File: src/rtl/enc_period_sched.sv
// Round-robin scheduler serializing per-channel encoder period words onto one req/ack write port.
// Optional write timeout/drop is enabled by defining ENC_PERIOD_SCHED_TIMEOUT_EN.
module enc_period_sched #(
    parameter int NUM_CH  = 4,
    parameter int DW      = 32,
    parameter int CW      = 2,
    parameter int TIMEOUT = 15
) (
    input  logic                 clk_fast,
    input  logic                 reset,
    input  logic [NUM_CH-1:0]    ch_valid,
    input  logic [NUM_CH*DW-1:0] ch_period,
    input  logic                 snap_req,
    input  logic                 overrun_clr,
    output logic                 wr_req,
    input  logic                 wr_ack,
    output logic [CW-1:0]        wr_chan,
    output logic [DW-1:0]        wr_data,
    output logic                 snap_done,
    output logic [NUM_CH-1:0]    overrun,
    output logic                 wr_drop
);

    typedef enum logic {
        IDLE = 1'b0,
        REQ  = 1'b1
    } state_t;

    state_t            state, state_next;
    logic [DW-1:0]     hold [NUM_CH];
    logic [NUM_CH-1:0] pending, pending_next, snap_mask, mask_after;
    logic [NUM_CH-1:0] grant_dec, done_dec, new_ovr;
    logic [CW-1:0]     last_grant, grant_idx, cand_idx;
    logic              grant_found, grant, ack_take, drop_take, snap_active;

`ifdef ENC_PERIOD_SCHED_TIMEOUT_EN
    localparam logic [3:0] TO_LAST = 4'(TIMEOUT - 1);
    logic [3:0] wait_cnt;
`endif

    // First pending channel after last_grant, wrapping modulo NUM_CH.
    always_comb begin
        grant_found = 1'b0;
        grant_idx   = '0;
        cand_idx    = '0;
        for (int k = 1; k <= NUM_CH; k++) begin
            cand_idx = CW'((int'(last_grant) + k) % NUM_CH);
            if (!grant_found && pending[cand_idx]) begin
                grant_found = 1'b1;
                grant_idx   = cand_idx;
            end
        end
    end

    assign grant  = (state == IDLE) && grant_found;
    assign wr_req = (state == REQ);

    always_ff @(posedge clk_fast or negedge reset) begin
        if (!reset) begin
            state <= IDLE;
        end else begin
            state <= state_next;
        end
    end

    always_comb begin
        state_next = state;
        ack_take   = 1'b0;
        drop_take  = 1'b0;
        case (state)
            IDLE: begin
                if (grant_found) begin
                    state_next = REQ;
                end
            end
            REQ: begin
                if (wr_ack) begin
                    ack_take   = 1'b1;
                    state_next = IDLE;
                end
`ifdef ENC_PERIOD_SCHED_TIMEOUT_EN
                else if (wait_cnt == TO_LAST) begin
                    drop_take  = 1'b1;
                    state_next = IDLE;
                end
`endif
            end
            default: state_next = IDLE;
        endcase
    end

    // A channel granted this cycle is not an overrun even if it is re-strobed.
    always_comb begin
        grant_dec = '0;
        done_dec  = '0;
        if (grant) begin
            grant_dec[grant_idx] = 1'b1;
        end
        if (ack_take || drop_take) begin
            done_dec[wr_chan] = 1'b1;
        end
        new_ovr      = ch_valid & pending & ~grant_dec;
        pending_next = (pending & ~grant_dec) | ch_valid | {NUM_CH{snap_req}};
        mask_after   = snap_mask & ~done_dec;
    end

    always_ff @(posedge clk_fast or negedge reset) begin
        if (!reset) begin
            for (int i = 0; i < NUM_CH; i++) begin
                hold[i] <= '0;
            end
            pending     <= '0;
            overrun     <= '0;
            last_grant  <= CW'(NUM_CH - 1);
            wr_chan     <= '0;
            wr_data     <= '0;
            snap_active <= 1'b0;
            snap_mask   <= '0;
            snap_done   <= 1'b0;
        end else begin
            for (int i = 0; i < NUM_CH; i++) begin
                if (ch_valid[i]) begin
                    hold[i] <= ch_period[i*DW +: DW];
                end
            end
            pending <= pending_next;
            overrun <= (overrun & ~{NUM_CH{overrun_clr}}) | new_ovr;
            if (grant) begin
                wr_chan    <= grant_idx;
                wr_data    <= hold[grant_idx];
                last_grant <= grant_idx;
            end
            snap_done <= 1'b0;
            if (snap_req) begin
                snap_active <= 1'b1;
                snap_mask   <= '1;
            end else begin
                snap_mask <= mask_after;
                if (snap_active && (mask_after == '0)) begin
                    snap_done   <= 1'b1;
                    snap_active <= 1'b0;
                end
            end
        end
    end

`ifdef ENC_PERIOD_SCHED_TIMEOUT_EN
    always_ff @(posedge clk_fast or negedge reset) begin
        if (!reset) begin
            wait_cnt <= '0;
            wr_drop  <= 1'b0;
        end else begin
            wr_drop  <= drop_take;
            wait_cnt <= ((state == REQ) && (state_next == REQ)) ? wait_cnt + 4'd1 : 4'd0;
        end
    end
`else
    assign wr_drop = 1'b0;
`endif

endmodule

File: config.mk
export PLATFORM = sky130hd
export DESIGN_NAME = enc_period_sched
export DESIGN_NICKNAME = d
export VERILOG_FILES = /design/src/rtl/enc_period_sched.sv
export SDC_FILE = /design/constraint.sdc
export NUM_CORES = 1
export LEC_CHECK = 0
export ABC_AREA = 0
export BUFFER_PORTS_ARGS = -buffer_cell sky130_fd_sc_hd__buf_2
export CAP_MARGIN = 20
export CORE_MARGIN = 4
export CORE_UTILIZATION = 50
export DETAILED_ROUTE_END_ITERATION = 16
export PLACE_DENSITY = 0.74
export SLEW_MARGIN = 5
export SYNTH_ARGS = -nofsm -noshare
export SYNTH_HDL_FRONTEND = slang
export SYNTH_SLANG_ARGS = --single-unit
File: constraint.sdc
create_clock -name clk_fast -period 2.1 [get_ports clk_fast]
set_input_delay 0.63 -clock clk_fast [delete_from_list [all_inputs] [get_ports clk_fast]]
set_output_delay 0.63 -clock clk_fast [all_outputs]
set_load 0.05 [all_outputs]
==> flow_metrics.py <==
metrics = {
    "clock_tree": {
        "cts_hold_buf": 0,
        "clk_latency_ns": 0.44,
        "clock-sinks": 179,
        "worst_setup_hold_path_clk_slew_ns": 0.07,
        "h-tree-depth": 4,
        "clockBufferDepth": 2,
        "cts_buffers": 17,
        "cts_tree": "yes",
        "cts.repair.resized": 0,
        "root_buffer": "clkbuf_16",
    },
    "critical_path": {
        "cp_top_family": "flip-flops",
        "crit_type": "reg2reg",
        "crit_fanout": 38,
        "crit_buf_inv": 2,
        "critPathLaunchType": "register",
        "crit_arrival_ns": 2.32,
        "crit_path_cell_trace": "nor2b_1, buf_4, o21ai_4, and3_4, buf_12, mux2i_1, a211oi_2",
        "required_ns": 2.41,
        "rrSetupSlack_ns": 0.09,
        "critPathCaptureType": "register",
        "slowest_stage": "dfstp_2",
        "slowest_delay_ns": 0.56,
    },
    "floorplan": {
        "coreArea_um2": 15800,
        "die_h_um": 135,
        "ios": 178,
        "dieArea_um2": 18100,
        "start_util_pct": 50.7,
        "num_rows": 46,
        "dieWidth_um": 135,
    },
    "timing": {
        "hold_viol_final": 0,
        "skew_ns": 0.0172,
        "hold_ws_ns": 0.0812,
        "maxSlewViolCount": 0,
        "max_freq_ghz": 0.498,
        "period_needed_ns": 2.01,
        "maxSlewHeadroom_pct": 35.9,
        "worstMarginPinSlew_ns": 0.961,
        "setup_violations": 0,
        "timing.final.crit_share_pct": 95.6,
        "rsz0062_at_grt": "no",
    },
    "global_routing": {
        "grt_usage_pct": 23.3,
        "gr-total-overflow": 0,
        "grt_max_degree": 67,
        "grt_pass1_wl_mm": 33.2,
        "antenna_found_initial": 0,
        "grt_pass1_vias": 6377,
    },
    "synthesis": {
        "ys.flop_type": "dfrtp_1",
        "synth_largest_area_cell": "dfrtp_1",
        "synth-edff-count": 0,
        "synth.avg_cell_area_um2": 12.4,
        "ys_types": 40,
        "yosys.area.top_type_share_pct": 55.2,
        "ys_async_sr_fraction_pct": 100,
        "synth_nets": 782,
        "ys_ff_latch": 179,
        "yosys_warnings": 0,
        "yosys-top-cells-count": "dfrtp_1 (177), mux2_2 (96), a211oi_2 (55)",
        "syn_area_um2": 8020,
        "synth.most_common_cell": "dfrtp_1",
        "syn-instance-count": 645,
        "synth-seq-area-share_pct": 55.9,
        "synthTopCellsByArea": "dfrtp_1 (55%), mux2_2 (13%), a211oi_2 (8.6%)",
    },
    "routing": {
        "routed_via_density": 5.55,
        "drt.antenna.violating_nets": 0,
        "remaining_drc_errors": 0,
        "drtPass1Iterations": 5,
        "routed_wl_mm": 20.2,
        "drtIter0Drc": 446,
        "routedWlPerCell_um": 19.3,
        "vias": 5828,
    },
    "finish": {
        "nets": 958,
        "multiInputGateArea_um2": 3160,
        "drive_gt1_share_pct": 47.8,
        "n_antenna_cell": 0,
        "fill_cells": 1265,
        "fin_util_pct": 62.5,
        "area_delta_synth_final_pct": 23.2,
        "regArea_um2": 4480,
    },
    "placed_design": {
        "hpwl_mm": 14.0,
        "gp_congestion": 0.845,
        "port_buffers": 176,
    },
    "pwr": {
        "powerDensity_nw_per_um2": 1300,
        "irDropWorstVdd_mv": 0.790,
        "p_leak_nw": 4.48,
    },
    "flow_run": {
        "drv_cap": 0,
    },
    "min_path": {
        "hold_path.class": "in2async",
    },
    "outcome": {
        "outcome": "completed",
    },
}
-- path summary, 6_finish.rpt --
path	cells past startpoint	start	end
setup reg to reg	7	last_grant[0]	wr_data[5]
hold / removal	1	reset	hold[103]
hold reg to reg	1	snap_active	snap_active
setup / recovery	7	last_grant[0]	wr_data[5]
min in group clk_fast	3	ch_period[124]	hold[28]
max in group asynchronous	2	reset	hold[58]
-- per-stage QoR --
stage	power, mW	area, um2	instances	worst slack (ns)	setup TNS [ns]
3_3_place_gp	9.47	9270	1017	0.0339	0
2_1_floorplan	8.41	8020	645	0.295	0
3_5_place_dp	9.64	9270	1017	-0.0283	-0.153
5_1_grt	13.5	9890	1050	0.0110	0
4_1_cts	13.0	9890	1050	0.0832	0
6_report	12.9	9890	1050	0.0929	0
-- layout by cell type (no fill, tap or decap), drive strengths merged, types with 2 or more instances in the layout --
cell and n:
nand2b 4, o21a 2, a21o 5, buf 205
or3 2, o21ai 39, or2 2, nor2b 2
inv 40, mux2 96, clkinv 7, dfstp 2
nand2 43, a211oi 64, nor2 40, dfrtp 177
and3 2, a31oi 32, mux2i 33, o2bb2ai 4
bufinv 3, clkbuf 18
-- timing repair --
action / CTS / global route
setup endpoints to repair: 11 / 0
buffers inserted: 0 / 0
endpoints found under the hold margin: 0 / 0
-- logic make-up (layout without fill, tap and decap cells) --
kind of cell,after synthesis,count (layout),synth area share (%)
simple gates,99,100,5.26
buf+inv,86,274,5.24
flops,179,179,55.9
other cells,1,1,0.0467
mux,129,129,17.6
compound gates,151,151,16.0
-- worst reg2reg max path, cell delays in order, from the launching register on --
cell and delay [ns]:
dfstp_2 0.56, nor2b_1 0.06, buf_4 0.14, o21ai_4 0.15
and3_4 0.24, buf_12 0.27, mux2i_1 0.35, a211oi_2 0.11
-- per-layer routing --
| layer | vias to the layer above | routed length (um) | global-route usage (%) |
|---|---|---|---|
| met1 | 2965 | 8420 | 30.3 |
| li1 | 2645 | - | - |
| met5 | - | 0 | 0 |
| met2 | 196 | 10300 | 39.0 |
| met4 | 0 | 259 | 6.90 |
| met3 | 22 | 1270 | 5.77 |
-- power by group --
part | leakage (nW) | switching, mW | total, mW | internal (mW)
Sequential | 2.06 | 0.396 | 4.49 | 4.09
Clock | 0.303 | 1.38 | 3.29 | 1.92
Combinational | 2.12 | 3.39 | 5.11 | 1.72
Total | 4.48 | 5.16 | 12.9 | 7.73
-- registers in the layout, summed over array words and instances, names as in the netlist --
| name | flops |
|---|---|
| hold | 128 |
| wr_data | 32 |
| overrun | 4 |
| pending | 4 |
| snap_mask | 4 |
| last_grant | 2 |
| wr_chan | 2 |
| snap_active | 1 |
| snap_done | 1 |
| wr_req | 1 |
-- final cells by class --
class | instances | share of cell area [%]
well taps | 216 | 2.73
clock inverters | 14 | 1.78
multi-input cells | 381 | 32.0
flip-flops and latches | 179 | 45.3
clock buffers | 18 | 4.44
repair buffers | 205 | 12.3
inverters | 37 | 1.40
(Power assumes the default switching activity.)
